File: config.mk
export PLATFORM = sky130hd
export DESIGN_NAME = adc128s102_responder
export DESIGN_NICKNAME = d
export VERILOG_FILES = /design/src/rtl/adc128s102_responder.sv
export SDC_FILE = /design/constraint.sdc
export NUM_CORES = 1
export LEC_CHECK = 0
export ABC_AREA = 1
export CAP_MARGIN = 20
export CORE_UTILIZATION = 40
export CTS_CLUSTER_SIZE = 8
export DETAILED_ROUTE_END_ITERATION = 7
export PLACE_DENSITY = 0.74
export SYNTH_ARGS = -nofsm -noshare
export SYNTH_HDL_FRONTEND = slang
export SYNTH_SLANG_ARGS = --single-unit
File: constraint.sdc
create_clock -name X_512x96k_1024x48k_Clk -period 1.83 [get_ports X_512x96k_1024x48k_Clk]
set_input_delay 0.183 -clock X_512x96k_1024x48k_Clk [delete_from_list [all_inputs] [get_ports X_512x96k_1024x48k_Clk]]
set_output_delay 0.183 -clock X_512x96k_1024x48k_Clk [all_outputs]
set_load 0.03 [all_outputs]
File: src/rtl/adc128s102_responder.sv
// Chip-side model of the ADC128S102 serial link: takes CS_L/SCLK/DIN from the
// ADC controller and returns 16-bit frames {4'h0, word[ch]} on DOUT.
module adc128s102_responder #(
  parameter logic IDLE_DOUT = 1'b0
) (
  input  logic        X_512x96k_1024x48k_Clk,
  input  logic        sres,
  input  logic        X_ADC_CS_L,
  input  logic        X_ADC_Clock,
  input  logic        X_ADC_SerDat_Send_d,
  input  logic [95:0] X_Emu_Channel_Words,
  output logic        X_ADC_SerDat_Return,
  output logic [2:0]  X_Emu_Current_Channel,
  output logic        X_Emu_Frame_Done_pulse,
  output logic        X_Emu_Frame_Error_pulse
);

  localparam int DATA_W = 12;
  localparam logic [4:0] BITS_PER_FRAME = 5'd16;

  localparam logic [0:0] ST_IDLE   = 1'b0;
  localparam logic [0:0] ST_ACTIVE = 1'b1;

  logic cs_p0_q, cs_p1_q, sclk_p0_q, sclk_p1_q, din_p0_q;
  logic cs_fall, cs_rise, sclk_fall, sclk_rise;

  logic [0:0]  state_q, state_d;
  logic [15:0] sr_q, sr_d;
  logic [4:0]  rise_cnt_q, rise_cnt_d;
  logic [4:0]  fall_cnt_q, fall_cnt_d;
  logic [2:0]  addr_q, addr_d;
  logic [2:0]  next_ch_q, next_ch_d;
  logic [2:0]  cur_ch_q, cur_ch_d;
  logic        dout_q, dout_d;
  logic        done_q, done_d;
  logic        err_q, err_d;

  function automatic logic [DATA_W-1:0] chan_word(input logic [8*DATA_W-1:0] words,
                                                  input logic [2:0] ch);
    chan_word = words[ch*DATA_W +: DATA_W];
  endfunction

  // p0: pin capture; p1: previous value for edge detection
  always_ff @(posedge X_512x96k_1024x48k_Clk) begin
    if (sres) begin
      cs_p0_q   <= 1'b0;
      cs_p1_q   <= 1'b0;
      sclk_p0_q <= 1'b0;
      sclk_p1_q <= 1'b0;
    end else begin
      cs_p0_q   <= X_ADC_CS_L;
      cs_p1_q   <= cs_p0_q;
      sclk_p0_q <= X_ADC_Clock;
      sclk_p1_q <= sclk_p0_q;
    end
  end

  always_ff @(posedge X_512x96k_1024x48k_Clk) begin
    din_p0_q <= X_ADC_SerDat_Send_d;
  end

  assign cs_fall   = cs_p1_q & ~cs_p0_q;
  assign cs_rise   = ~cs_p1_q & cs_p0_q;
  assign sclk_fall = sclk_p1_q & ~sclk_p0_q;
  assign sclk_rise = ~sclk_p1_q & sclk_p0_q;

  always_comb begin
    state_d    = state_q;
    sr_d       = sr_q;
    rise_cnt_d = rise_cnt_q;
    fall_cnt_d = fall_cnt_q;
    addr_d     = addr_q;
    next_ch_d  = next_ch_q;
    cur_ch_d   = cur_ch_q;
    dout_d     = dout_q;
    done_d     = 1'b0;
    err_d      = 1'b0;

    // A CS_L fall starts a frame from either state; in ACTIVE it is a glitch restart
    if (cs_fall) begin
      state_d    = ST_ACTIVE;
      sr_d       = {4'h0, chan_word(X_Emu_Channel_Words, next_ch_q)};
      cur_ch_d   = next_ch_q;
      rise_cnt_d = 5'd0;
      fall_cnt_d = 5'd0;
      dout_d     = 1'b0;
    end else if (state_q == ST_ACTIVE) begin
      if (cs_rise) begin
        state_d = ST_IDLE;
        dout_d  = IDLE_DOUT;
        if (rise_cnt_q == BITS_PER_FRAME && fall_cnt_q == BITS_PER_FRAME) begin
          next_ch_d = addr_q;
          done_d    = 1'b1;
        end else begin
          err_d = 1'b1;
        end
      end else begin
        if (sclk_fall && fall_cnt_q != BITS_PER_FRAME) begin
          fall_cnt_d = fall_cnt_q + 5'd1;
          if (fall_cnt_q == BITS_PER_FRAME - 5'd1) begin
            dout_d = IDLE_DOUT;
          end else begin
            sr_d   = {sr_q[14:0], sr_q[15]};
            dout_d = sr_q[14];
          end
        end
        if (sclk_rise && rise_cnt_q != BITS_PER_FRAME) begin
          rise_cnt_d = rise_cnt_q + 5'd1;
          case (rise_cnt_q)
            5'd2:    addr_d[2] = din_p0_q;
            5'd3:    addr_d[1] = din_p0_q;
            5'd4:    addr_d[0] = din_p0_q;
            default: addr_d    = addr_q;
          endcase
        end
      end
    end
  end

  // Frame control state
  always_ff @(posedge X_512x96k_1024x48k_Clk) begin
    if (sres) begin
      state_q    <= ST_IDLE;
      rise_cnt_q <= 5'd0;
      fall_cnt_q <= 5'd0;
      next_ch_q  <= 3'd0;
      cur_ch_q   <= 3'd0;
      dout_q     <= IDLE_DOUT;
      done_q     <= 1'b0;
      err_q      <= 1'b0;
    end else begin
      state_q    <= state_d;
      rise_cnt_q <= rise_cnt_d;
      fall_cnt_q <= fall_cnt_d;
      next_ch_q  <= next_ch_d;
      cur_ch_q   <= cur_ch_d;
      dout_q     <= dout_d;
      done_q     <= done_d;
      err_q      <= err_d;
    end
  end

  always_ff @(posedge X_512x96k_1024x48k_Clk) begin
    sr_q   <= sr_d;
    addr_q <= addr_d;
  end

  assign X_ADC_SerDat_Return     = dout_q;
  assign X_Emu_Current_Channel   = cur_ch_q;
  assign X_Emu_Frame_Done_pulse  = done_q;
  assign X_Emu_Frame_Error_pulse = err_q;

endmodule

-- Word level (Yosys, flattened, before mapping)
Index checks and enable logic that the tools add are counted.
- word-level logic and storage cells: 74
- bits in registers: 44
- output and inout port bits: 6
- eq/ne operators: 10
- add/sub/neg operators: 2
- shift operators: 1
- bitwise operators: 12
- reductions and logical operators: 17
- multipliers: 1
- multiplexer cells: 13
- operators with widths (kind ; count):
    $shiftx A96 B8 Y12 ; 1
    $mux W12 ; 5
    $reduce_and A5 Y1 ; 3
    $reduce_and A4 Y1 ; 3
    $add A5 B1 Y5 const B ; 2
    $eq A5 B2 Y1 const B ; 2
    $eq A5 B5 Y1 const B ; 2
    $ne A5 B5 Y1 const B ; 2
    $mux W1 ; 8
    $not A1 Y1 ; 8
    $reduce_and A3 Y1 ; 2
    $reduce_bool A2 Y1 ; 3
    $eq A5 B3 Y1 const B ; 1
    $eq A5 B4 Y1 const B ; 1
    $mul A3 B2 Y5 const B ; 1
    $and A1 B1 Y1 ; 4
    $ne A2 B2 Y1 const B ; 2
    $reduce_or A4 Y1 ; 1
    $logic_and A1 B1 Y1 ; 3
    $reduce_and A2 Y1 ; 1
    $reduce_or A2 Y1 ; 1

-- Depth between registers and ports, before layout
- word-level depth: 7
- depth in mapped cells: 9
- depth with buffers taken out: 9

-- Worst setup path before layout
OpenSTA, ideal clock, no wires.
- path type: reg-to-reg
- from: reg cs_p0_q
- to: reg sr_q[0], enable pin
- data required time: 1.432 ns
- path slack: -0.183 ns
- cell stages (with the launch flop): 6
- data arrival time: 1.615 ns
- clock period less this slack: 2.013 ns
- path through: dfxtp_1 -> inv_1 -> ha_1 -> buf_4 -> inv_2 -> o21ai_0
- word-level cells in the longest chain between the ends: 4
- elaborated cells between the ends (all ways): 8
- those cells by class: 2 x eq/ne; 3 x bitwise; 3 x reduce/logical
- RTL lines (element ; RTL line ; text):
    start: declaration ; 24 ; logic cs_p0_q, cs_p1_q, sclk_p0_q, sclk_p1_q, din_p0_q;
    start signal: assignment ; 46 ; cs_p0_q <= 1'b0;
    start signal: assignment ; 51 ; cs_p0_q <= X_ADC_CS_L;
    $not A1 Y1 (*) ; 62 ; assign cs_fall = cs_p1_q & ~cs_p0_q;
    $and A1 B1 Y1 (*) ; 62 ;
    named net cs_fall ; 25 ; logic cs_fall, cs_rise, sclk_fall, sclk_rise;
    $ne A2 B2 Y1 (no source line) / $reduce_bool A2 Y1 (equally long branches) ; n/a ;
    $reduce_and A4 Y1 (no source line) (*) ; n/a ;
    end signal: assignment ; 144 ; sr_q <= sr_d;
    end: declaration ; 28 ; logic [15:0] sr_q, sr_d;
The timed path passes the listed nets; every way through them passes the cells marked *.
A chain may end at the register's enable or synchronous reset.

-- Final worst setup path
- from: reg fall_cnt_q[0]
- to: reg sr_q[9], enable pin
- word-level cells in the longest chain between the ends: 4
- elaborated cells between the ends (all ways): 6
- those cells by class: 3 x eq/ne; 3 x reduce/logical
- RTL lines (element ; RTL line ; text):
    start: declaration ; 30 ; logic [4:0] fall_cnt_q, fall_cnt_d;
    start signal: assignment ; 134 ; fall_cnt_q <= fall_cnt_d;
    $ne A5 B5 Y1 ; 98 ; if (sclk_fall && fall_cnt_q != BITS_PER_FRAME) begin
    $logic_and A1 B1 Y1 ; 98 ;
    $reduce_bool A2 Y1 (no source line) ; n/a ;
    $reduce_and A4 Y1 (no source line) (*) ; n/a ;
Mark *: on every way between the ends. The rest lies on a longest branch, timed or not.

==> results.md <==
- Total of flip-flops plus latches after synthesis: 44
- Area used by multi-input combinational logic: between 1500 and 2000 um2
- Total length of routed wires: 7920 um
- Number of search-and-repair iterations in the first detailed-routing pass: 7
- Total routing resource utilization after global routing: 0.219
- Number of cells upsized or downsized after cts: 0
- Antenna diode count: 0
- Post-route clock period utilization: 0.915
- Setup TNS: 0 ns
- Starting density of the core: 0.421
- Critical path endpoint category: flip-flop
- Number of placement rows: 29
- Series of cell instances along the critical path: ha_1 -> and3_1 -> ha_1 -> inv_1 -> nand4_4 -> o21ai_4
- Final Max Tran Viols: 0
- Logic gate share of total power: 0.177
- Total stage count of the critical path: 6
- Clock network fraction of total power: 0.311
- Htree depth: 2
- Fraction of layout cells with a size suffix above 1: 0.0635
- Wire length of the first global-routing pass: 12,500 um
- Library cell contributing the largest single delay on the critical path: sky130_fd_sc_hd__dfxtp_1
- Number of top-level pins: 107
- Dominant cell type by count on the critical path: sky130_fd_sc_hd__ha_1
- Clock Sink Count: 44
- Post-synth net total: 510
- Remaining max-slew budget at the tightest pin: 0.707
- DR vias: 2,985
- Switching share of power: 0.231
- Critical Path Fanout Max: 12
- Violations in the final reports: design-rule violations
- Setup repair after global routing missed its margin: false
- Seq. cell area: slightly above 1000 um2
- Category of cells accounting for the largest share of critical-path delay: adder cells
- Number of buffers inserted by port buffering: 106
- Syn. warnings: 0
- Number of global-route vias before repair: around 2,700
- Floorplan die height: 84.7 um
- Final core utilization: 0.613
- Worst Clk Skew: 0.0121 ns
- Area Overhead vs Synth: 45.4%
- Max-cap viol count: 0
- Worst hold path type: in2reg
- Hold Path Depth: 1
- Drt wl/cell: 13.6 um
- Minimum period implied by the final worst setup slack: 1.67 ns
- Clock insertion delay at the later pin of the skew report: ~0.30 ns
- Worst R2R Path Depth: 6
- Type of origin of the critical path: flip-flop
- Fin. Hold Viols: 0
- Maximum single-stage delay on the critical path: roughly 0.33 ns
- Netlist area before placement: 2740 um2
- CTS tree: done
- Number of antenna violations at the first check in global routing: 0
- Final setup violation count: 0
- Worst path buffer plus inverter count: 1
- Via density: slightly above 5
- Worst setup path class: reg2reg
- Peak Freq: 597 MHz
- Final ANT Viol Nets: 0
- Clk root buf: sky130_fd_sc_hd__clkbuf_8
- PwrDens: 514 nW/um2
- Post-route DRC: 9
- Count of hold buffers inserted by post-cts repair: 0
- Worst EP arrival: 1.63 ns
- Total net switching power: 0.473 mW
- Filler cell count: 597
- Required time of the critical path: 1.78 ns
- Net count reported at finish: 612
- Chip width: around 85 um
- Gate count of the mapped netlist: 401
- Maximum number of pins on one net before global-route repair: 50
- Outcome: complete, but fails checks
- Final GP Congestion: between 0.8 and 0.9
- Lkg Pwr: 1.60 nW
- Clock-pin slew reported for the worst setup and hold paths after clock tree synthesis: around 0.08 ns
- Core region area: between 6000 and 7000 um2
- Die footprint: 7180 um2
- Transition time at the pin with the least slew margin: 0.440 ns
- Number of setup buffers added after CTS: 0
- Largest vdd supply drop: 525 uV
- TritonCTS buffer count: 5
- Average instance area after synthesis: 6.83 um2
- Sequential area share after synthesis: 0.377
- Detailed-placement wirelength estimate: around 6000 um
- Seq pwr share: 0.511
- Post-synthesis cell type count: 26
- Overflow left after global routing: 0
- Bufs on Longest Clock Path: 2
- Iteration-0 DRC count of the detailed router: between 200 and 250
- Cell Int Power: 1.57 mW
sequential cells by signal (all words and copies together), names as in the netlist:
register and flops:
sr_q 16, X_Emu_Frame_Error_pulse 1, addr_q 3, din_p0_q 1, state_q 1, X_Emu_Frame_Done_pulse 1
next_ch_q 3, fall_cnt_q 5, cs_p0_q 1, X_ADC_SerDat_Return 1, rise_cnt_q 5, cs_p1_q 1
X_Emu_Current_Channel 3, sclk_p1_q 1, sclk_p0_q 1
path summary, 6_finish.rpt:
check	startpoint	to	slack, ns
setup reg to reg	fall_cnt_q[0]$_SDFFE_PP0P_	sr_q[9]$_DFFE_PP_	0.16
hold reg to reg	cs_p0_q$_SDFF_PP0_	cs_p1_q$_SDFF_PP0_	0.47
hold / removal	X_ADC_SerDat_Send_d	din_p0_q$_DFF_P_	0.32
setup / recovery	fall_cnt_q[0]$_SDFFE_PP0P_	sr_q[9]$_DFFE_PP_	0.16
cells in the mapped netlist, drive strengths merged:
| master | count | area share |
|---|---|---|
| nand3 | 63 | 0.13 |
| nor2 | 60 | 0.095 |
| nand2 | 107 | 0.15 |
| xor2 | 4 | 0.013 |
| clkbuf | 4 | 0.0055 |
| ha | 8 | 0.037 |
| xnor2 | 1 | 0.0032 |
| and3 | 1 | 0.0023 |
| inv | 29 | 0.040 |
| buf | 17 | 0.033 |
| dfxtp | 29 | 0.21 |
| nand4 | 2 | 0.010 |
| edfxtp | 15 | 0.16 |
| o21ai | 41 | 0.075 |
| a21oi | 17 | 0.031 |
| nor3 | 3 | 0.0055 |
layout by cell type (no fill, tap or decap):
cell type | Yosys | layout
sky130_fd_sc_hd__clkinv_2 | 0 | 2
sky130_fd_sc_hd__nand2_2 | 1 | 1
sky130_fd_sc_hd__xnor2_1 | 1 | 1
sky130_fd_sc_hd__nor2_4 | 2 | 2
sky130_fd_sc_hd__inv_1 | 25 | 25
sky130_fd_sc_hd__clkdlybuf4s50_1 | 0 | 106
sky130_fd_sc_hd__nand4_1 | 1 | 1
sky130_fd_sc_hd__and3_1 | 1 | 1
sky130_fd_sc_hd__nand3_1 | 60 | 60
sky130_fd_sc_hd__buf_4 | 3 | 9
sky130_fd_sc_hd__xor2_1 | 4 | 4
sky130_fd_sc_hd__nand3_2 | 1 | 1
sky130_fd_sc_hd__buf_12 | 0 | 1
sky130_fd_sc_hd__nor2_2 | 1 | 1
sky130_fd_sc_hd__inv_2 | 4 | 4
sky130_fd_sc_hd__nor2_1 | 56 | 56
sky130_fd_sc_hd__ha_1 | 8 | 8
sky130_fd_sc_hd__nor3_1 | 3 | 3
sky130_fd_sc_hd__edfxtp_1 | 15 | 15
sky130_fd_sc_hd__a21oi_1 | 17 | 17
sky130_fd_sc_hd__o21ai_4 | 0 | 1
sky130_fd_sc_hd__nand2_1 | 106 | 106
sky130_fd_sc_hd__o21ai_0 | 41 | 40
sky130_fd_sc_hd__clkbuf_8 | 0 | 6
sky130_fd_sc_hd__nand3_4 | 2 | 2
sky130_fd_sc_hd__nor2_8 | 1 | 1
sky130_fd_sc_hd__dfxtp_1 | 29 | 29
sky130_fd_sc_hd__nand4_4 | 1 | 1
power by group through the flow:
stage,logic [mW],clock network [mW],registers (mW)
after floorplan,0.107,0,1.07
after detailed placement,0.359,0,1.07
after global placement,0.354,0,1.07
after global routing,0.394,0.678,1.05
after CTS,0.362,0.642,1.05
final,0.362,0.638,1.05
metal layers:
layer  vias to the layer above  global-route usage  part of all wire
met5                         -                   0                 0
met4                         0              0.0847             0.024
met3                        19              0.0482             0.077
met2                       105               0.341              0.45
met1                      1350               0.297              0.45
li1                       1511                   -                 -
worst register-to-register path, stage by stage (launching register included):
cell	delay [ns]
sky130_fd_sc_hd__dfxtp_1	0.33
sky130_fd_sc_hd__ha_1	0.22
sky130_fd_sc_hd__and3_1	0.19
sky130_fd_sc_hd__ha_1	0.18
sky130_fd_sc_hd__inv_1	0.09
sky130_fd_sc_hd__nand4_4	0.11
sky130_fd_sc_hd__o21ai_4	0.19
through the flow:
stage	total power, mW	std cells	area [um2]	setup WS (ns)	hold slack, ns
2_1_floorplan	1.18	401	2740	0.158	0.211
3_3_place_gp	1.42	573	3880	0.123	0.445
3_5_place_dp	1.43	573	3880	0.0839	0.455
4_1_cts	2.05	581	3970	0.0730	0.318
5_1_grt	2.12	581	3980	0.0797	0.333
6_report	2.05	581	3980	0.155	0.322
cells by family (layout without fill, tap and decap cells):
logic type               Yosys count  in the layout  synth area share
flip-flops                        44             44             0.377
adder cells (fa/ha/maj)            8              8            0.0366
AND/OR/NAND/NOR                  236            236             0.386
XOR/XNOR                           5              5            0.0160
AO/OA/AOI/OAI                     58             58             0.106
buffers and inverters             50            153            0.0786
cell type report:
| type | instances | share of cell area |
|---|---|---|
| Sequential cell | 44 | 0.259 |
| Inverter | 29 | 0.0273 |
| Timing Repair Buffer | 116 | 0.289 |
| Tap cell | 77 | 0.0242 |
| Clock inverter | 2 | 0.00251 |
| Multi-Input combinational cell | 307 | 0.378 |
| Clock buffer | 6 | 0.0207 |
No activity file was read; power rests on OpenSTA's default activity.
